**config.mk**
```make
export PLATFORM = sky130hd
export DESIGN_NAME = wavetable_reader
export DESIGN_NICKNAME = d
export VERILOG_FILES = /design/src/rtl/synth_pkg.sv /design/src/rtl/wt_lerp.sv /design/src/rtl/wavetable_reader.sv
export SDC_FILE = /design/constraint.sdc
export NUM_CORES = 1
export LEC_CHECK = 0
export ABC_AREA = 1
export CORE_AREA = 5 5 97 108
export DETAILED_ROUTE_END_ITERATION = 16
export DIE_AREA = 0 0 102 113
export DONT_BUFFER_PORTS = 1
export PLACE_DENSITY = 0.67
export SLEW_MARGIN = 20
export SYNTH_ARGS = -nofsm -noshare
export SYNTH_HDL_FRONTEND = slang
export SYNTH_SLANG_ARGS = --single-unit
export TNS_END_PERCENT = 100
```
**constraint.sdc**
```tcl
create_clock -name clk -period 3.5 [get_ports clk]
set_clock_uncertainty 0.15 [all_clocks]
set_input_delay 0.35 -clock clk [delete_from_list [all_inputs] [get_ports clk]]
set_output_delay 0.35 -clock clk [all_outputs]
set_load 0.1 [all_outputs]
```
**src/rtl/synth_pkg.sv**
```systemverilog
// Shared wavetable constants, FSM state type and the offset-binary to signed conversion.
package synth_pkg;
   localparam int WT_ADDR_W = 9;
   localparam int WT_DATA_W = 16;
   localparam int PHASE_W   = 24;
   localparam int FRAC_W    = 8;

   typedef enum logic [2:0] {
      S_IDLE,
      S_RD0,
      S_CAP0,
      S_RD1,
      S_CAP1,
      S_CALC
   } wt_state_t;

   // Offset-binary table entries become two's complement by flipping the MSB.
   function automatic logic signed [WT_DATA_W-1:0] wt_to_signed(input logic [WT_DATA_W-1:0] d);
      return {~d[WT_DATA_W-1], d[WT_DATA_W-2:0]};
   endfunction
endpackage

```
**src/rtl/wt_lerp.sv**
```systemverilog
// Combinational two-point interpolator: y = s0 + ((s1 - s0) * frac) >>> FRAC_W.
module wt_lerp
   import synth_pkg::*;
(
   input  logic signed [WT_DATA_W-1:0] i_s0,
   input  logic signed [WT_DATA_W-1:0] i_s1,
   input  logic        [FRAC_W-1:0]    i_frac,
   output logic signed [WT_DATA_W-1:0] o_y
);
   localparam int PROD_W = WT_DATA_W + 1 + FRAC_W + 1;

   logic signed [WT_DATA_W:0] w_diff;
   logic signed [PROD_W-1:0]  w_diff_x;
   logic signed [PROD_W-1:0]  w_frac_x;
   logic signed [PROD_W-1:0]  w_prod;

   assign w_diff   = {i_s1[WT_DATA_W-1], i_s1} - {i_s0[WT_DATA_W-1], i_s0};
   assign w_diff_x = {{(PROD_W-WT_DATA_W-1){w_diff[WT_DATA_W]}}, w_diff};
   assign w_frac_x = {{(PROD_W-FRAC_W){1'b0}}, i_frac};
   assign w_prod   = w_diff_x * w_frac_x;
   // The result lies between s0 and s1, so wrapping 16-bit addition is exact.
   assign o_y      = i_s0 + WT_DATA_W'(w_prod >>> FRAC_W);
endmodule

```
**src/rtl/wavetable_reader.sv**
```systemverilog
// Phase-accumulator wavetable player reading a 512x16 single-port RAM on each sample tick.
// Define WAVETABLE_INTERP_EN to add the second read and linear interpolation (latency 5, else 2).
module wavetable_reader
   import synth_pkg::*;
(
   input  logic                        clk,
   input  logic                        rst_n,
   input  logic                        enable,
   input  logic                        sample_tick,
   input  logic        [PHASE_W-1:0]   phase_inc,
   output logic        [WT_ADDR_W-1:0] ram_addr,
   output logic                        ram_ce,
   output logic                        ram_re,
   output logic                        ram_we,
   output logic        [WT_DATA_W-1:0] ram_wdata,
   input  logic        [WT_DATA_W-1:0] ram_rdata,
   output logic signed [WT_DATA_W-1:0] sample_out,
   output logic                        sample_valid,
   output logic                        busy,
   output logic                        overrun
);
   wt_state_t                   r_state, w_next;
   logic [PHASE_W-1:0]          r_phase;
   logic [WT_ADDR_W-1:0]        r_addr;
   logic signed [WT_DATA_W-1:0] r_sample;
   logic                        r_valid;
   logic                        r_ovr;
   logic                        w_rd;

`ifdef WAVETABLE_INTERP_EN
   logic signed [WT_DATA_W-1:0] r_s0, r_s1, w_lerp;
   logic [FRAC_W-1:0]           r_frac;

   wt_lerp u_lerp (
      .i_s0   (r_s0),
      .i_s1   (r_s1),
      .i_frac (r_frac),
      .o_y    (w_lerp)
   );
`endif

   always_ff @(posedge clk or negedge rst_n) begin
      if (!rst_n) r_state <= S_IDLE;
      else        r_state <= w_next;
   end

   always_comb begin
      w_next = r_state;
      w_rd   = 1'b0;
      case (r_state)
         S_IDLE: if (sample_tick) w_next = S_RD0;
         S_RD0: begin
            w_rd   = 1'b1;
            w_next = S_CAP0;
         end
`ifdef WAVETABLE_INTERP_EN
         S_CAP0: w_next = S_RD1;
         S_RD1: begin
            w_rd   = 1'b1;
            w_next = S_CAP1;
         end
         S_CAP1: w_next = S_CALC;
         S_CALC: w_next = S_IDLE;
`else
         S_CAP0: w_next = S_IDLE;
`endif
         default: w_next = S_IDLE;
      endcase
      // Gate low aborts whatever is in flight.
      if (!enable) w_next = S_IDLE;
   end

   always_ff @(posedge clk or negedge rst_n) begin
      if (!rst_n) begin
         r_phase  <= '0;
         r_addr   <= '0;
         r_sample <= '0;
         r_valid  <= 1'b0;
         r_ovr    <= 1'b0;
`ifdef WAVETABLE_INTERP_EN
         r_s0     <= '0;
         r_s1     <= '0;
         r_frac   <= '0;
`endif
      end else begin
         r_valid <= 1'b0;
         if (!enable) begin
            r_phase  <= '0;
            r_sample <= '0;
         end else begin
            if (sample_tick && r_state != S_IDLE) r_ovr <= 1'b1;
            case (r_state)
               S_IDLE: if (sample_tick) begin
                  r_addr  <= r_phase[PHASE_W-1 -: WT_ADDR_W];
`ifdef WAVETABLE_INTERP_EN
                  r_frac  <= r_phase[PHASE_W-WT_ADDR_W-1 -: FRAC_W];
`endif
                  r_phase <= r_phase + phase_inc;
               end
`ifdef WAVETABLE_INTERP_EN
               S_CAP0: begin
                  r_s0   <= wt_to_signed(ram_rdata);
                  r_addr <= r_addr + 1'b1;
               end
               S_CAP1: r_s1 <= wt_to_signed(ram_rdata);
               S_CALC: begin
                  r_sample <= w_lerp;
                  r_valid  <= 1'b1;
               end
`else
               S_CAP0: begin
                  r_sample <= wt_to_signed(ram_rdata);
                  r_valid  <= 1'b1;
               end
`endif
               default: ;
            endcase
         end
      end
   end

   assign ram_addr     = r_addr;
   assign ram_ce       = w_rd;
   assign ram_re       = w_rd;
   assign ram_we       = 1'b0;
   assign ram_wdata    = '0;
   assign sample_out   = r_sample;
   assign sample_valid = r_valid;
   assign busy         = (r_state != S_IDLE);
   assign overrun      = r_ovr;
endmodule

```
==> results of run 1 <==
-- critical path, delay by kind of cell, from the launching register on --
| family | cells | cell delay [ps] |
|---|---|---|
| simple gates | 4 | 1210 |
| buf+inv | 2 | 690 |
| flops | 1 | 400 |
-- metrics by stage --
| step | instance area, µm² | setup WS [ps] |
|---|---|---|
| final | 4270 | 990 |
| after global routing | 4270 | 806 |
| after floorplan | 3950 | 811 |
| after detailed placement | 3930 | 1410 |
| after global placement | 3930 | 1440 |
| after CTS | 4260 | 1020 |
-- registers in the layout (all words and copies together), names as in the netlist --
signal        flops
r_phase          24
sample_out       16
ram_addr          9
r_state           2
overrun           1
sample_valid      1
-- kinds of logic after synthesis --
family                     share of synthesized area (%)
and+or+nand+nor                                     37.1
buffers and inverters                               13.3
DFF                                                 34.1
AOI/OAI and AO/OA                                   7.07
adders and majority gates                           7.91
xor gates and xnor gates                           0.450
other                                             0.0963
-- power by group through the flow --
stage | Sequential (µW) | Clock, µW | Combinational, µW
final | 877 | 392 | 630
after global routing | 885 | 433 | 711
after CTS | 879 | 411 | 630
after detailed placement | 891 | 0 | 593
after global placement | 890 | 0 | 588
after floorplan | 877 | 0 | 514
-- cell type report --
class,count,area (µm²)
tap,117,146
timing repair buffer,25,263
clock buffer,5,68.8
multi-input combinational,432,2120
fill,946,4940
inverter,86,323
sequential,53,1330
clock inverter,3,28.8
-- per-layer routing --
layer	up-vias	GRT usage [%]	routed length (µm)
met5	-	0	0
met4	0	4.20	126
met3	13	4.56	689
met2	98	30.2	4780
met1	1562	21.8	4150
li1	1807	-	-
-- worst max-delay path by stage --
stage,start,end,depth (start not counted)
floorplan,r_state[1]$_DFFE_PN0P_,ram_re,2
global route,r_state[0]$_DFFE_PN0P_,sample_out[5]$_DFFE_PN0P_,6
global placement,r_phase[0]$_DFFE_PN0P_,r_phase[20]$_DFFE_PN0P_,10
detailed placement,r_phase[0]$_DFFE_PN0P_,r_phase[20]$_DFFE_PN0P_,10
finish,r_state[0]$_DFFE_PN0P_,sample_out[13]$_DFFE_PN0P_,6
CTS,r_state[0]$_DFFE_PN0P_,sample_out[1]$_DFFE_PN0P_,6
-- placed cells by master (no fill, tap or decap), drive strengths merged --
master / netlist / layout
o21ai: 14 / 14
a32o: 1 / 1
clkbuf: 2 / 5
nand3b: 2 / 2
xor2: 2 / 2
buf: 25 / 3
o21bai: 3 / 3
nand4: 5 / 5
o31ai: 2 / 2
a22o: 2 / 2
nor2: 38 / 38
inv: 86 / 89
nand2: 251 / 251
conb: 1 / 17
dlygate4sd3: 0 / 22
dfrtp: 53 / 53
fa: 1 / 1
or2: 1 / 1
a21oi: 25 / 25
ha: 23 / 23
nand3: 42 / 42
nor3: 3 / 3
-- what timing repair did --
| item | CTS | global route |
|---|---|---|
| hold buffers | 22 | 1 |
| hold endpoints to repair | 69 | 1 |
| setup buffers | 0 | 0 |
==> flow_metrics.tcl, run 1 <==
set metrics [dict create \
    ant_nets 0 \
    r2r_slack_ps 990 \
    grt_max_degree 54 \
    yosysWarnings 0 \
    coreArea_um2 9210 \
    clock_latency_ps 330 \
    setup_violations 0 \
    outcome "complete, no violations" \
    r2r-end "sample_out[13]$_DFFE_PN0P_" \
    synthTopCellsByArea "dfrtp_1, nand2_1, inv_1" \
    path_common_cell "nand2_1" \
    drt-total-wl_um 9740 \
    hold_path_startpoint "enable" \
    netlist.top_cell.by_area "dfrtp_1" \
    ir_drop_mv 0.191 \
    syn_inst 582 \
    final_util_pct 46.4 \
    reg2regPathDepth 6 \
    synth_seq_cells 53 \
    rows 37 \
    boundaryPins 91 \
    cts.sinks 53 \
    fin_cells 721 \
    synth_most_common_cell "nand2_1" \
    crit_fanout 18 \
    regToRegStartpoint "r_state[0]$_DFFE_PN0P_" \
    ys_top_cells_by_count "nand2_1, inv_1, dfrtp_1, nand3_1, nor2_1" \
    area_delta_synth_final_pct 9.74 \
    avgSynthCellArea_um2 6.69 \
    p_comb_share_pct 33.2 \
    relSlewSlack_pct 38.8 \
    dp_hpwl_um 7500 \
    cts-root-buf "clkbuf_8" \
    cp.required_ps 3610 \
    htree_num_levels 2 \
    synth_top_area_share_pct 34.1 \
    cts_tree "yes" \
    dieHeight_um 113 \
    hold_end "sample_out[14]$_DFFE_PN0P_" \
    first_global_vias 3391 \
    slowest_delay_ps 630 \
    port_buffers 0 \
    setup.worst_path.class "flip-flop to flip-flop" \
    cts.clk_slew.worst_paths_ps 110 \
    final-max-slew-violation-count 0 \
    p_per_area_nw_per_um2 445 \
    report.final.hold_viol_count 0 \
    nets 671 \
    drtPass1Iterations 5 \
    grtUsageTotal_pct 17.5 \
    fin_crit_ps 2510 \
    hold_path_depth 2 \
    gp_congestion 0.890 \
    end_kind "flip-flop" \
    antenna_found_initial 0 \
    wl_per_cell_um 13.5 \
    hold_class "input pin to flip-flop" \
    synth.yosys.seq_area_share_pct 34.1 \
    max_freq_mhz 398 \
    worst_slew_pin_slew_ps 918 \
    grt_pass1_wl_um 16300 \
    numCtsBuffers 5 \
    final_layout_size_suffix_gt1_share_pct 8.11 \
    drc_errors 0 \
    post_cts_resized 0 \
    start_util_pct 42.3 \
    synth_top_flop_cell "dfrtp_1" \
    finalPower_uw 1900 \
    drtIter0Drc 185 \
    net-switching-power_uw 896 \
    tns_ps 0 \
    vias_per_cell 4.83 \
    drv_cap 0 \
    die-area_um2 11500 \
    crit_path_top_delay_cell "nor2_2" \
    fp.dieW_um 102 \
    clockPowerShare_pct 20.7 \
    rsz0062_at_grt "false" \
    swShare_pct 47.2 \
    synth_edf_count 0 \
    intPower_uw 1000 \
    pwr-share-seq_pct 46.2 \
    p_leak_uw 0.00249 \
    ys_types 32 \
    critical_path.cell_chain "inv_1 > nand2_1 > nor2_2 > nand2_1 > nand2_1 > dlygate4sd3_1" \
    setup.worst_path.start_class "flip-flop" \
    worstPathArrival_ps 2620 \
    hold_slack_ps 16.3 \
    netlist_area_um2 3890 \
    fin_crit_sh_pct 71.7 \
    vias 3480 \
    overflow 0 \
    async_flop_share_pct 100 \
    dp.cells 690 \
    clk_path_buf_depth 2 \
    antenna_cells 0 \
]
Note: power is estimated with default switching activity, not from simulation.
==> run 2, diff against run 1 <==
- ABC_AREA: 1 -> 0
- CORE_AREA: 5 5 97 108 -> 5 5 91 102
- DIE_AREA: 0 0 102 113 -> 0 0 96 107
- clock period: 3.5 -> 2.55 ns (I/O delays scaled with it)
==> run 2 against run 1 <==
  * Flip-flop and latch count did not move
  * Utilization rose by 3.8 points
  * Critical endpoint is now r_phase[23]$_DFFE_PN0P_
  * Global-route usage fell by 0.22 points
  * Register-to-register slack got worse by 950 ps
  * Combinational power rose by 42%
  * Die area fell by 11%
  * Sequential power rose by 38%
  * Maximum frequency barely moved
==> flow_metrics.tcl, run 2 <==
set metrics [dict create \
    synth_edf_count 0 \
    overflow 0 \
    r2r_slack_ps 40 \
    grtUsageTotal_pct 17.3 \
    end_kind "flip-flop" \
    setup_ws_ps 42.3 \
    layout_common_cells "dfrtp_1, buf_4, nand2_1" \
    synth_compound_area_share_pct 21.1 \
    final_layout_size_suffix_gt1_share_pct 22.2 \
    coreArea_um2 8150 \
    setup.worst_path.class "flip-flop to flip-flop" \
    synth_seq_cells 53 \
    worst_slew_pin_slew_ps 1080 \
    dp_hpwl_um 6000 \
    max_freq_mhz 399 \
    cts.clk_slew.worst_paths_ps 100 \
    clk_path_buf_depth 2 \
    use_met2_pct 29.1 \
    cts_tree "yes" \
    wl_per_cell_um 17.3 \
    dieHeight_um 107 \
    crit_path_top_delay_cell "or4_4" \
    fillers 749 \
    die-area_um2 10300 \
    final-max-slew-violation-count 0 \
    regToRegStartpoint "r_phase[4]$_DFFE_PN0P_" \
    hold_class "input pin to flip-flop" \
    synth-xor-area-share_pct 3.08 \
    ir_drop_mv 0.458 \
    synthMuxAreaShare_pct 3.85 \
    area_delta_synth_final_pct 19.8 \
    fin_crit_ps 2510 \
    first_global_vias 2840 \
    hold_path_depth 2 \
    cp.required_ps 2630 \
    yosysWarnings 0 \
    finalPower_uw 2590 \
    largest_reg_flops 24 \
    syn_inst 350 \
    p_leak_uw 0.00197 \
    netlist.top_cell.by_area "dfrtp_1" \
    slowest_delay_ps 490 \
    antenna_cells 0 \
    antenna_found_initial 0 \
    pre_cts_slack_ps -56.0 \
    final_common_cell "dfrtp_1" \
    synth_most_common_cell "dfrtp_1" \
    cts-root-buf "clkbuf_8" \
    fp.dieW_um 96 \
    boundaryPins 91 \
    setup.worst_path.start_class "flip-flop" \
    synth_top_family_by_area "compound AO/OA/AOI/OAI gates" \
    rsz0062_at_grt "true" \
    vias 2811 \
    outcome "complete, no violations" \
    use_met3_pct 4.84 \
    synthTopCellsByArea "dfrtp_1, ha_1, buf_4" \
    cts.sinks 53 \
    reg2regPathDepth 8 \
    avgSynthCellArea_um2 9.75 \
    nets 463 \
    p_per_area_nw_per_um2 634 \
    ant_nets 0 \
    grt_pass1_wl_um 14000 \
    fin_crit_sh_pct 98.3 \
    synth_top_flop_cell "dfrtp_1" \
    vias_per_cell 5.54 \
    setup_violations 0 \
    r2r-end "r_phase[23]$_DFFE_PN0P_" \
    htree_num_levels 2 \
    port_buffers 0 \
    clock_latency_ps 310 \
    synth.yosys.seq_area_share_pct 38.9 \
    drc_errors 0 \
    synth_top_area_share_pct 38.9 \
    start_util_pct 41.9 \
    hold_path_startpoint "enable" \
    critical_path.cell_chain "ha_4 > nand2_4 > or3b_4 > a21oi_4 > o21ai_4 > or4_4 > nand3_2 > mux2i_1" \
    ys_types 59 \
    worstPathArrival_ps 2590 \
    yosys.area_share.adder_pct 9.02 \
    drtPass1Iterations 4 \
    grt_use_met1_pct 21.4 \
    ys_top_cells_by_count "dfrtp_1, nand2_1, ha_1, o21ai_0" \
    report.final.hold_viol_count 0 \
    rows 35 \
    grt_max_degree 54 \
    relSlewSlack_pct 27.8 \
    drtIter0Drc 102 \
    hold_end "r_phase[23]$_DFFE_PN0P_" \
    largest-register "r_phase" \
    netlist_area_um2 3410 \
    grt.busiest_layer "met2" \
    crit_fanout 4 \
    drv_cap 0 \
    async_flop_share_pct 100 \
    numCtsBuffers 5 \
    gp_congestion 0.890 \
    synth_simple_gate_area_share_pct 17.1 \
    drt-total-wl_um 8770 \
]
run 2: changes by cell type in the layout (fill, tap and decap cells not counted), moves of 10 or more:
cell / change
nand2_1: -211
inv_1: -70
buf_4: +31
nand3_1: -24
nor2_1: -16
a22o_1: +13
nand2_2: -12
o21ai_0: +10
run 2: routing by layer:
metal	wire length, µm	part of all wire [%]
met2	4260	49
met5	0	0
met1	3750	43
met4	134	1.5
met3	628	7.2
run 2: power by group:
group | switching [µW] | leakage [µW] | total [µW] | internal, µW
combinational | 551 | 0.00122 | 893 | 342
clock | 296 | 0.0000374 | 491 | 194
sequential | 290 | 0.000713 | 1210 | 917
total | 1140 | 0.00197 | 2590 | 1450
run 2: cell type report:
cell class	count	area (µm²)	share of cell area [%]
repair buffers	53	465	11.4
flip-flops and latches	53	1330	32.4
multi-input cells	274	2040	49.9
clock buffers	6	72.6	1.77
inverters	8	30.0	0.734
clock inverters	2	15.0	0.367
well taps	111	139	3.40
run 2: per-stage QoR:
| step | util [%] | hold slack [ps] | setup TNS (ps) | cells | cell area (µm²) |
|---|---|---|---|---|---|
| 3_5_place_dp | 44.6 | -189 | -92.8 | 475 | 3630 |
| 6_report | 50.2 | 35.4 | 0 | 507 | 4090 |
| 2_1_floorplan | - | -191 | 0 | 366 | 3470 |
| 5_1_grt | 50.2 | 24.0 | -146 | 507 | 4090 |
| 3_3_place_gp | 44.6 | -189 | -19.4 | 475 | 3630 |
| 4_1_cts | 49.0 | 21.1 | 0 | 505 | 3990 |
run 2: worst max-delay path by stage:
stage,from,end,slack (ps),cells after the start
floorplan,r_phase[0]$_DFFE_PN0P_,r_phase[22]$_DFFE_PN0P_,120,9
global placement,r_phase[0]$_DFFE_PN0P_,r_phase[22]$_DFFE_PN0P_,-20,9
detailed placement,r_phase[0]$_DFFE_PN0P_,r_phase[22]$_DFFE_PN0P_,-60,9
CTS,r_phase[3]$_DFFE_PN0P_,r_phase[23]$_DFFE_PN0P_,10,8
global route,r_phase[12]$_DFFE_PN0P_,r_phase[23]$_DFFE_PN0P_,-70,8
finish,r_phase[4]$_DFFE_PN0P_,r_phase[23]$_DFFE_PN0P_,40,8
run 2: what timing repair did:
action | 4_1_cts | 5_1_grt
hold buffers | 20 | 0
pin swaps | 4 | 12
buffers inserted | 2 | 2
resized for setup | 6 | 16
setup endpoints to repair | 5 | 9
endpoints found under the hold margin | 95 | 0
run 2: cells by family after synthesis:
kind of cell / Yosys count
mux: 12
buf+inv: 39
compound gates: 101
simple gates: 108
fa+ha+maj: 24
xor+xnor: 12
other cells: 1
flops: 53
run 2: worst max-delay path: cells and delay by family (launching register included):
kind,cells,cell delay [ps]
AO/OA/AOI/OAI,2,310
adder cells (fa/ha/maj),1,310
flip-flops,1,420
multiplexers,1,180
AND/OR/NAND/NOR,4,1050
